[config.mk]
export PLATFORM = sky130hd
export DESIGN_NAME = td4_prog_rom_flat
export DESIGN_NICKNAME = d
export VERILOG_FILES = /design/src/rtl/td4_prog_rom_if.sv /design/src/rtl/td4_prog_rom.sv /design/src/flat_wrapper.sv
export SDC_FILE = /design/constraint.sdc
export NUM_CORES = 1
export LEC_CHECK = 0
export CELL_PAD_IN_SITES_DETAIL_PLACEMENT = 2
export CELL_PAD_IN_SITES_GLOBAL_PLACEMENT = 2
export CORE_UTILIZATION = 45
export CTS_BUF_LIST = sky130_fd_sc_hd__clkbuf_4 sky130_fd_sc_hd__clkbuf_8
export CTS_CLUSTER_SIZE = 16
export DETAILED_ROUTE_END_ITERATION = 8
export GPL_TIMING_DRIVEN = 0
export PLACE_DENSITY = 0.93
export SLEW_MARGIN = 5
export SYNTH_ARGS = -nofsm -noshare
export SYNTH_HDL_FRONTEND = slang
export SYNTH_SLANG_ARGS = --single-unit
[constraint.sdc]
create_clock -name clk -period 2.8 [get_ports clk]
set_clock_uncertainty 0.05 [all_clocks]
set_input_delay 0.84 -clock clk [delete_from_list [all_inputs] [get_ports clk]]
set_output_delay 0.84 -clock clk [all_outputs]
set_load 0.02 [all_outputs]
[src/rtl/td4_prog_rom_if.sv]
`default_nettype none
// +----------------------------------------------------------------------+
// | td4_prog_rom_if : program-download and instruction-fetch bus         |
// | Rev 1.0                                                              |
// +----------------------------------------------------------------------+
interface td4_prog_rom_if #(
   parameter int AW = 4,
   parameter int DW = 8
);
   logic          load_en;
   logic          load_valid;
   logic [DW-1:0] load_data;
   logic          load_ready;
   logic          load_done;
   logic          load_abort;
   logic          cpu_hold;
   logic          fetch_req;
   logic [AW-1:0] fetch_addr;
   logic [DW-1:0] fetch_data;
   logic          fetch_valid;
   logic [DW-1:0] checksum;

   modport master (
      output load_en, load_valid, load_data, fetch_req, fetch_addr,
      input  load_ready, load_done, load_abort, cpu_hold,
             fetch_data, fetch_valid, checksum
   );

   modport slave (
      input  load_en, load_valid, load_data, fetch_req, fetch_addr,
      output load_ready, load_done, load_abort, cpu_hold,
             fetch_data, fetch_valid, checksum
   );
endinterface
`default_nettype wire

[src/rtl/td4_prog_rom.sv]
`default_nettype none
// +----------------------------------------------------------------------+
// | td4_prog_rom : TD4 program memory with byte-serial download port     |
// | Rev 1.0                                                              |
// +----------------------------------------------------------------------+
module td4_prog_rom #(
   parameter int            AW       = 4,
   parameter int            DW       = 8,
   parameter logic [DW-1:0] RST_WORD = '0
) (
   input  logic          clk,
   input  logic          rst,
   td4_prog_rom_if.slave bus
);

   localparam int           c_DEPTH    = 2**AW;
   localparam logic [AW:0]  c_LAST_PTR = {1'b0, {AW{1'b1}}};
   localparam logic [AW:0]  c_PTR_ONE  = {{AW{1'b0}}, 1'b1};

   localparam logic [0:0]   c_ST_RUN   = 1'b0;
   localparam logic [0:0]   c_ST_LOAD  = 1'b1;

   logic [0:0]    state_q, state_d;
   logic [DW-1:0] mem_q [c_DEPTH];
   logic [AW:0]   wptr_q;
   logic [DW-1:0] checksum_q;
   logic [DW-1:0] fetch_data_q;
   logic          fetch_valid_q;
   logic          load_done_q;
   logic          load_abort_q;
   // Cleared by a completed download; load_en must drop before another starts.
   logic          armed_q;

   logic          w_in_load;
   logic          w_start;
   logic          w_wr;
   logic          w_last;
   logic          w_fetch;
   logic          w_load_ready;
   logic          w_cpu_hold;

   assign w_in_load = (state_q == c_ST_LOAD);
   assign w_start   = (state_q == c_ST_RUN) && bus.load_en && armed_q;
   assign w_wr      = w_in_load && bus.load_en && bus.load_valid;
   assign w_last    = (wptr_q == c_LAST_PTR);
   assign w_fetch   = (state_q == c_ST_RUN) && bus.fetch_req;

   always_ff @(posedge clk) begin
      if (rst) begin
         state_q <= c_ST_RUN;
      end else begin
         state_q <= state_d;
      end
   end

   always_comb begin
      state_d = state_q;
      case (state_q)
         c_ST_RUN: begin
            if (w_start) begin
               state_d = c_ST_LOAD;
            end
         end
         c_ST_LOAD: begin
            if (!bus.load_en || (w_wr && w_last)) begin
               state_d = c_ST_RUN;
            end
         end
         default: state_d = c_ST_RUN;
      endcase
   end

   always_comb begin
      w_load_ready = 1'b0;
      w_cpu_hold   = 1'b0;
      if (state_q == c_ST_LOAD) begin
         w_load_ready = 1'b1;
         w_cpu_hold   = 1'b1;
      end
   end

   always_ff @(posedge clk) begin
      if (rst) begin
         for (int i = 0; i < c_DEPTH; i++) begin
            mem_q[i] <= RST_WORD;
         end
         wptr_q        <= '0;
         checksum_q    <= '0;
         fetch_data_q  <= '0;
         fetch_valid_q <= 1'b0;
         load_done_q   <= 1'b0;
         load_abort_q  <= 1'b0;
         armed_q       <= 1'b1;
      end else begin
         fetch_valid_q <= w_fetch;
         if (w_fetch) begin
            fetch_data_q <= mem_q[bus.fetch_addr];
         end
         load_done_q  <= w_wr && w_last;
         load_abort_q <= w_in_load && !bus.load_en;
         if (w_start) begin
            wptr_q     <= '0;
            checksum_q <= '0;
         end else if (w_wr) begin
            mem_q[wptr_q[AW-1:0]] <= bus.load_data;
            checksum_q            <= checksum_q ^ bus.load_data;
            wptr_q                <= wptr_q + c_PTR_ONE;
         end
         if (!bus.load_en) begin
            armed_q <= 1'b1;
         end else if (w_wr && w_last) begin
            armed_q <= 1'b0;
         end
      end
   end

   assign bus.load_ready  = w_load_ready;
   assign bus.cpu_hold    = w_cpu_hold;
   assign bus.load_done   = load_done_q;
   assign bus.load_abort  = load_abort_q;
   assign bus.fetch_data  = fetch_data_q;
   assign bus.fetch_valid = fetch_valid_q;
   assign bus.checksum    = checksum_q;

endmodule
`default_nettype wire

[src/flat_wrapper.sv]
// flat-port wrapper written by rule: the top's interface ports become plain ports
module td4_prog_rom_flat 
#(
   parameter int            AW       = 4,
   parameter int            DW       = 8,
   parameter logic [DW-1:0] RST_WORD = '0
)
  (clk, rst, bus_load_en, bus_load_valid, bus_load_data, bus_fetch_req, bus_fetch_addr, bus_load_ready, bus_load_done, bus_load_abort, bus_cpu_hold, bus_fetch_data, bus_fetch_valid, bus_checksum);
  td4_prog_rom_if #(.AW(AW), .DW(DW)) bus_i ();
  input  logic clk;
  input  logic rst;
  input wire logic [$bits(bus_i.load_en)-1:0] bus_load_en;
  input wire logic [$bits(bus_i.load_valid)-1:0] bus_load_valid;
  input wire logic [$bits(bus_i.load_data)-1:0] bus_load_data;
  input wire logic [$bits(bus_i.fetch_req)-1:0] bus_fetch_req;
  input wire logic [$bits(bus_i.fetch_addr)-1:0] bus_fetch_addr;
  output wire logic [$bits(bus_i.load_ready)-1:0] bus_load_ready;
  output wire logic [$bits(bus_i.load_done)-1:0] bus_load_done;
  output wire logic [$bits(bus_i.load_abort)-1:0] bus_load_abort;
  output wire logic [$bits(bus_i.cpu_hold)-1:0] bus_cpu_hold;
  output wire logic [$bits(bus_i.fetch_data)-1:0] bus_fetch_data;
  output wire logic [$bits(bus_i.fetch_valid)-1:0] bus_fetch_valid;
  output wire logic [$bits(bus_i.checksum)-1:0] bus_checksum;
  assign bus_i.load_en = bus_load_en;
  assign bus_i.load_valid = bus_load_valid;
  assign bus_i.load_data = bus_load_data;
  assign bus_i.fetch_req = bus_fetch_req;
  assign bus_i.fetch_addr = bus_fetch_addr;
  assign bus_load_ready = bus_i.load_ready;
  assign bus_load_done = bus_i.load_done;
  assign bus_load_abort = bus_i.load_abort;
  assign bus_cpu_hold = bus_i.cpu_hold;
  assign bus_fetch_data = bus_i.fetch_data;
  assign bus_fetch_valid = bus_i.fetch_valid;
  assign bus_checksum = bus_i.checksum;
  td4_prog_rom #(.AW(AW), .DW(DW), .RST_WORD(RST_WORD)) u_core (.clk(clk), .rst(rst), .bus(bus_i));
endmodule
* Yosys cells after proc, flatten, opt, wreduce, memory -nomap -nowiden
Memories as Yosys holds them, arrays and structs flattened. A register that Yosys moved wholly into a read port is not among the register bits. Index checks and enable logic that the tools add are counted.
Cells by class: bitwise gates (word level) 3, add/sub/neg operators 1, muxes and demuxes 13, reduce and logical (&&, ||, !) cells 12, equality and inequality tests 1
Operators with widths (count):
- two-way mux 1 bit | 10
- two-way mux 8 bit | 1
- OR reduction 8 bit | 1
- XOR 8 bit | 1
- logical AND 1 bit | 7
- adder 5 x 1 -> 5 bit, second input constant | 1
- equality test 5 x 4 -> 1 bit, second input constant | 1
- two-way mux 4 bit | 1
- OR reduction 2 bit | 2
- inverter 1 bit | 2
- one-hot mux 1 bit (2 select lines) | 1
- logical NOT 1 bit | 1
- logical OR 1 bit | 1
Storage, ports and cells: flip-flop bits (word level) 18, bits of input ports 17, logic and storage cells 38, memories kept 1, RAM bits 128
Memory list:
- u_core.mem_q | depth 16, bits a word 8, rd ports 1, clocked after memory_dff 1, wr ports 16, RTL line td4_prog_rom.sv:24 | logic [DW-1:0] mem_q [c_DEPTH];

* Longest topological paths before layout
Gate-level depths: netlist of the first run.
word-level depth 8, depth in mapped cells 6, depth with buffers taken out 6

* Least setup slack after synthesis of the first run
OpenSTA, ideal clock, no wires.
path kind input to register, from input rst, to memory u_core.mem_q[0][0] (enable), data required time 2440 ps, setup time 310 ps, slack 587 ps, buffers on the path 0, cell stages on the path 4, data arrival time 1853 ps, cell sequence and4b_1 nand2_1 nor3_1 or2_2
RTL lines:
- start, declared | RTL line flat_wrapper.sv:11 | input logic rst;
- end, declared | RTL line td4_prog_rom.sv:24

==> results of run 1 <==
## worst paths after layout
path	startpoint	end	slack, ns
max	rst	u_core.mem_q[4][0]	0.05
min reg2reg	u_core.bus.fetch_data[7]	u_core.bus.fetch_data[7]	0.45
max reg2reg	u_core.wptr_q[2]	u_core.mem_q[12][0]	0.22
min	u_core.bus.fetch_data[7]	u_core.bus.fetch_data[7]	0.45
## worst max-delay path, delay by kind of cell
kind	cells	cell delay [ns]
buffers and inverters	1	0.51
AND/OR/NAND/NOR	4	1.50
## metrics by stage
stage | hold WS (ns) | instance area, um^2 | setup WS, ns | power, mW
CTS | 0.4585 | 7883 | 0.06349 | 4.605
global route | 0.4941 | 7883 | -0.02572 | 4.702
global placement | 0.4163 | 7495 | -0.6366 | 2.967
floorplan | 0.4264 | 6924 | 0.5874 | 2.824
detailed placement | 0.4404 | 7495 | -0.7111 | 3.000
finish | 0.4487 | 7883 | 0.04865 | 4.586
## layout by cell type (no fill, tap or decap), types with 4 or more instances in the layout
| cell | synthesis | layout |
|---|---|---|
| mux4_1 | 5 | 5 |
| nor2_1 | 28 | 28 |
| clkbuf_8 | 0 | 17 |
| edfxtp_1 | 128 | 128 |
| or2_2 | 16 | 16 |
| inv_1 | 4 | 4 |
| nor3_2 | 0 | 4 |
| and2_1 | 128 | 128 |
| clkdlybuf4s50_1 | 0 | 34 |
| clkinv_2 | 0 | 7 |
| a2bb2oi_1 | 7 | 7 |
| buf_2 | 5 | 5 |
| xor2_1 | 10 | 10 |
| nand2_1 | 15 | 15 |
| o21ai_1 | 7 | 7 |
| ha_1 | 5 | 5 |
| mux4_2 | 25 | 25 |
| clkbuf_1 | 15 | 15 |
| mux2i_1 | 17 | 17 |
| dfxtp_1 | 26 | 26 |
## logic make-up (layout without fill, tap and decap cells)
kind of cell | after synthesis | count (layout)
and+or+nand+nor | 206 | 206
DFF | 154 | 154
muxes | 47 | 47
xor gates and xnor gates | 11 | 11
adders and majority gates | 5 | 5
AOI/OAI and AO/OA | 25 | 25
buffers and inverters | 31 | 97
## repair_timing
action / 4_1_cts / 5_1_grt
pin swaps: 0 / 0
setup endpoints to repair: 32 / 12
gates resized for setup: 4 / 0
## power by group through the flow
stage	clock network, mW	logic (mW)	registers, mW
after floorplan	0	0.196	2.63
after global placement	0	0.346	2.62
after detailed placement	0	0.366	2.63
after CTS	1.65	0.371	2.58
after global routing	1.73	0.387	2.59
final	1.63	0.368	2.58
## flip-flops by register name (all words and copies together), names as in the netlist
name,flops
u_core.armed_q,1
u_core.bus.load_abort,1
u_core.bus.checksum,8
u_core.bus.fetch_data,8
u_core.state_q,1
u_core.bus.load_done,1
u_core.mem_q,128
u_core.wptr_q,5
u_core.bus.fetch_valid,1
## layout make-up
class / instances / area [um^2] / share of cell area, %
sequential: 154 / 4364 / 55.37
multi-input combinational: 294 / 2407 / 30.54
timing repair buffer: 34 / 340.3 / 4.317
clock buffer: 17 / 234.0 / 2.968
tap: 184 / 230.2 / 2.921
buffer: 27 / 157.7 / 2.000
clock inverter: 15 / 133.9 / 1.698
inverter: 4 / 15.01 / 0.1905
## metal layers
layer	wire (um)	up-vias	global-route usage, %
met4	503	0	9.355
met3	1215	40	5.692
met2	10290	142	46.34
met5	0	-	0
li1	-	1830	-
met1	8762	2209	37.36
==> impl_metrics.tcl, run 1 <==
set metrics [dict create \
    place_inst 697 \
    die_h_um 126.0 \
    synth-simple-area-share_pct 17.17 \
    power.internal_mw 3.468 \
    gp_congestion 0.7641 \
    clkPwrFrac_pct 35.7 \
    ys_top_cells_by_count "128 x and2_1, 128 x edfxtp_1, 28 x nor2_1" \
    syn_area_per_cell_um2 14.46 \
    io_pins 38 \
    final_cells 729 \
    hp-class "flip-flop to flip-flop" \
    netlist_top_cells_area "edfxtp_1 56%, and2_1 12%, mux4_2 8.1%" \
    critPathKind "input pin to flip-flop" \
    fillers 1356 \
    max_freq_mhz 363.5 \
    areaGrowthSynthToFinish_pct 13.84 \
    synthXorXnorAreaFrac_pct 1.391 \
    setup_violations 0 \
    die_w_um 126.0 \
    synthAdderAreaFrac_pct 0.9035 \
    grt_pass1_vias 4702 \
    vias_per_cell 5.790 \
    synth_nets 501 \
    power_density_nw_per_um2 581.7 \
    power_frac_comb_pct 8.0 \
    diodes 0 \
    die_area_um2 15890 \
    outcome "completed" \
    synth_top_area_cell "edfxtp_1" \
    switching_share_pct 24.38 \
    cts_buffers 17 \
    netlist.area_leader.share_pct 55.51 \
    maxCapViolations 0 \
    ant_nets 0 \
    antenna_found_initial 1 \
    layout-drive-gt1-share_pct 16.33 \
    fin_nets 554 \
    slew_violations 0 \
    hold_depth 2 \
    worstSkewPairLatency_ns 0.47 \
    mappedNetlistArea_um2 6924 \
    clockBufferDepth 2 \
    synth-seq-cells 154 \
    ctsHoldBuffers 0 \
    yosysUniqueCellTypes 39 \
    path_cells "clkdlybuf4s50_1 -> and4b_1 -> nand2_1 -> nor2_1 -> or2_2" \
    r2r_cells 4 \
    cpMaxStageDelayCell "nor2_1" \
    synth.area.mux_share_pct 12.49 \
    post_cts.repair.setup_buffers 0 \
    critPathMaxFanout 9 \
    grt_pass1_wl_um 31020 \
    max_slew.worst_pin.slew_ns 0.9880 \
    cts_sinks 154 \
    finalHoldViolations 0 \
    initial_utilization_pct 46.93 \
    firstDrtPassIters 5 \
    synth_compound_area_share_pct 2.530 \
    finalCritPeriodShare_pct 98.26 \
    ys_warn_count 0 \
    overflow 0 \
    rsz0062_at_grt "true" \
    synth_top_family_by_area "simple AND/OR/NAND/NOR gates" \
    routedWlPerCell_um 28.49 \
    clk_pin_slew_ns 0.08 \
    root_buffer "clkbuf_8" \
    utilization_pct 53.43 \
    place_hpwl_um 14410 \
    async_reset_ff_share_pct 0 \
    grt_use_total_pct 28.13 \
    slew_headroom_pct 34.13 \
    post-route-min-period_ns 2.751 \
    io_buffers 34 \
    num_rows 44 \
    grt_start_max_net_pins 17 \
    max-vdd-ir-drop_mv 0.2930 \
    drc 0 \
    final.setup.tns_ns 0 \
    drt-initial-drc-count 377 \
    netlist_instances 479 \
    ys_seq_area_share_pct 63.03 \
    wl_um 20770 \
    cts_tree "done" \
    synth_edf_count 128 \
    seqPwrFrac_pct 56.3 \
    vias 4221 \
    p_leak_nw 2.909 \
    core_area_um2 14750 \
    switchingPower_mw 1.118 \
    ys.flop_type "edfxtp_1" \
    critPathArrivalTime_ns 2.85 \
    critPathRequiredTime_ns 2.90 \
    startpoint_type "input pin" \
    htree_levels 4 \
    slowest_delay_ns 0.56 \
    worstSetupEndpointType "flip-flop" \
]
No activity file was read; power rests on OpenSTA's default activity.
==> run 2, diff against run 1 <==
--- a/config.mk
+++ b/config.mk
@@ -13,7 +13,7 @@
 export DETAILED_ROUTE_END_ITERATION = 8
 export GPL_TIMING_DRIVEN = 0
 export PLACE_DENSITY = 0.93
-export SLEW_MARGIN = 5
+export SKIP_CTS_REPAIR_TIMING = 1
 export SYNTH_ARGS = -nofsm -noshare
 export SYNTH_HDL_FRONTEND = slang
 export SYNTH_SLANG_ARGS = --single-unit
==> run 2 against run 1 <==
  * Largest cell class unchanged
  * Largest power group unchanged
  * Critical path type unchanged
  * Register-to-register slack better by 0.05 ns
  * Via count down 0.24%
  * Clock-buffer cell count unchanged
  * Power down 0.12%
  * First-iteration DRC count up 8.2%
  * Clock power about the same
  * Sequential share of layout area unchanged
  * Flip-flop and latch count unchanged
==> impl_metrics.tcl, run 2 (same netlist as run 1, synthesis figures left out) <==
set metrics [dict create \
    outcome "completed" \
    setup_violations 0 \
    switchingPower_mw 1.112 \
    routedWlPerCell_um 28.41 \
    clk_pin_slew_ns 0.08 \
    max-vdd-ir-drop_mv 0.2912 \
    max_slew.worst_pin.slew_ns 0.9259 \
    slew_violations 0 \
    grt_start_max_net_pins 17 \
    drt-initial-drc-count 408 \
    top_register "u_core.mem_q" \
    placed_cell_area_um2 7495 \
    root_buffer "clkbuf_8" \
    layout-drive-gt1-share_pct 16.33 \
    core_area_um2 14750 \
    seqPwrFrac_pct 56.4 \
    power_frac_comb_pct 8.0 \
    cts_buffers 17 \
    grt_pass1_vias 4683 \
    finalHoldViolations 0 \
    num_rows 44 \
    finalPower_mw 4.580 \
    worstSkewPairLatency_ns 0.47 \
    cpMaxStageDelayCell "nor2_1" \
    drc 0 \
    cts_sinks 154 \
    largest_reg_flops 128 \
    r2r_cells 4 \
    gp_congestion 0.7641 \
    clockBufferDepth 2 \
    regToRegSetupSlack_ns 0.27 \
    critPathKind "input pin to flip-flop" \
    worstSetupEndpointType "flip-flop" \
    slew_headroom_pct 38.27 \
    diodes 0 \
    hp-class "flip-flop to flip-flop" \
    htree_levels 4 \
    io_pins 38 \
    clkPwrFrac_pct 35.6 \
    fillers 1356 \
    vias_per_cell 5.776 \
    maxCapViolations 0 \
    cp.depth 5 \
    place_hpwl_um 14410 \
    p_leak_nw 2.909 \
    ant_nets 0 \
    areaGrowthSynthToFinish_pct 13.84 \
    post-route-min-period_ns 2.780 \
    switching_share_pct 24.29 \
    die_area_um2 15890 \
    max_freq_mhz 359.7 \
    wl_um 20710 \
    worstReg2RegEnd "u_core.mem_q[12][0]" \
    fin_nets 554 \
    critPathMaxFanout 9 \
    critPathRequiredTime_ns 2.90 \
    antenna_found_initial 1 \
    layout_common_cells "128 x and2_1, 128 x edfxtp_1, 34 x clkdlybuf4s50_1" \
    critPathBufInv 1 \
    die_h_um 126.0 \
    crit-reg2reg-launch "u_core.wptr_q[2]" \
    slowest_delay_ns 0.57 \
    die_w_um 126.0 \
    path_cells "clkdlybuf4s50_1 -> and4b_1 -> nand2_1 -> nor2_1 -> or2_2" \
    fin_area_um2 7883 \
    firstDrtPassIters 4 \
    grt_use_total_pct 28.07 \
    vias 4211 \
    rsz0062_at_grt "true" \
    grt_pass1_wl_um 30990 \
    overflow 0 \
    startpoint_type "input pin" \
    critPathArrivalTime_ns 2.88 \
    finalCritPeriodShare_pct 99.30 \
    io_buffers 34 \
    power_density_nw_per_um2 581.0 \
    critical_path.endpoint "u_core.mem_q[4][0]" \
    crit_start "rst" \
    power.internal_mw 3.468 \
    cts_tree "done" \
    initial_utilization_pct 46.93 \
    crit_family "simple AND/OR/NAND/NOR gates" \
]
## run 2: cell counts in the layout (fill, tap and decap cells not counted)
Identical to the previous run, type by type.
## run 2: metrics by stage
step,cells,setup slack [ns],utilization [%],setup TNS (ns),hold slack [ns]
2_1_floorplan,479,0.5874,-,0,0.4264
3_3_place_gp,697,-0.6366,50.80,-37.39,0.4163
3_5_place_dp,697,-0.7111,50.80,-56.90,0.4404
4_1_cts,729,-0.2575,53.29,-5.040,0.4585
5_1_grt,729,-0.02570,53.43,-0.1200,0.4941
6_report,729,0.01963,53.43,0,0.4483
## run 2: layout make-up
type	count	area [um^2]	area share, %
Clock inverter	15	133.9	1.698
Inverter	4	15.01	0.1905
Clock buffer	17	234.0	2.968
Multi-Input combinational cell	294	2407	30.54
Buffer	27	157.7	2.000
Timing Repair Buffer	34	340.3	4.317
Sequential cell	154	4364	55.37
Tap cell	184	230.2	2.921
## run 2: worst min path at each step
stage          cells after the start                startpoint                        to  slack, ns
3_5_place_dp                       2  u_core.bus.fetch_data[7]  u_core.bus.fetch_data[7]       0.44
4_1_cts                            2  u_core.bus.fetch_data[7]  u_core.bus.fetch_data[7]       0.46
5_1_grt                            2  u_core.bus.fetch_data[7]  u_core.bus.fetch_data[7]       0.49
6_report                           2  u_core.bus.fetch_data[7]  u_core.bus.fetch_data[7]       0.45
3_3_place_gp                       2  u_core.bus.fetch_data[6]  u_core.bus.fetch_data[6]       0.42
2_1_floorplan                      2          u_core.wptr_q[4]          u_core.wptr_q[4]       0.43
## run 2: power by group through the flow
stage	Clock, mW	Sequential [mW]	Combinational (mW)
detailed placement	0	2.63	0.366
floorplan	0	2.63	0.196
finish	1.63	2.58	0.368
CTS	1.65	2.58	0.371
global route	1.73	2.59	0.387
global placement	0	2.62	0.346
## run 2: routing by layer
metal	global-route usage, %	vias to the layer above	wire (um)
met5	0	-	0
met1	37.42	2214	8833
met3	5.565	31	1157
li1	-	1830	-
met4	8.575	0	342
met2	46.54	136	10380
## run 2: worst min-delay path, stage by stage, from the launching register on
cell and delay (ns):
dfxtp_1 0.34, a2bb2oi_1 0.07, o21ai_1 0.06
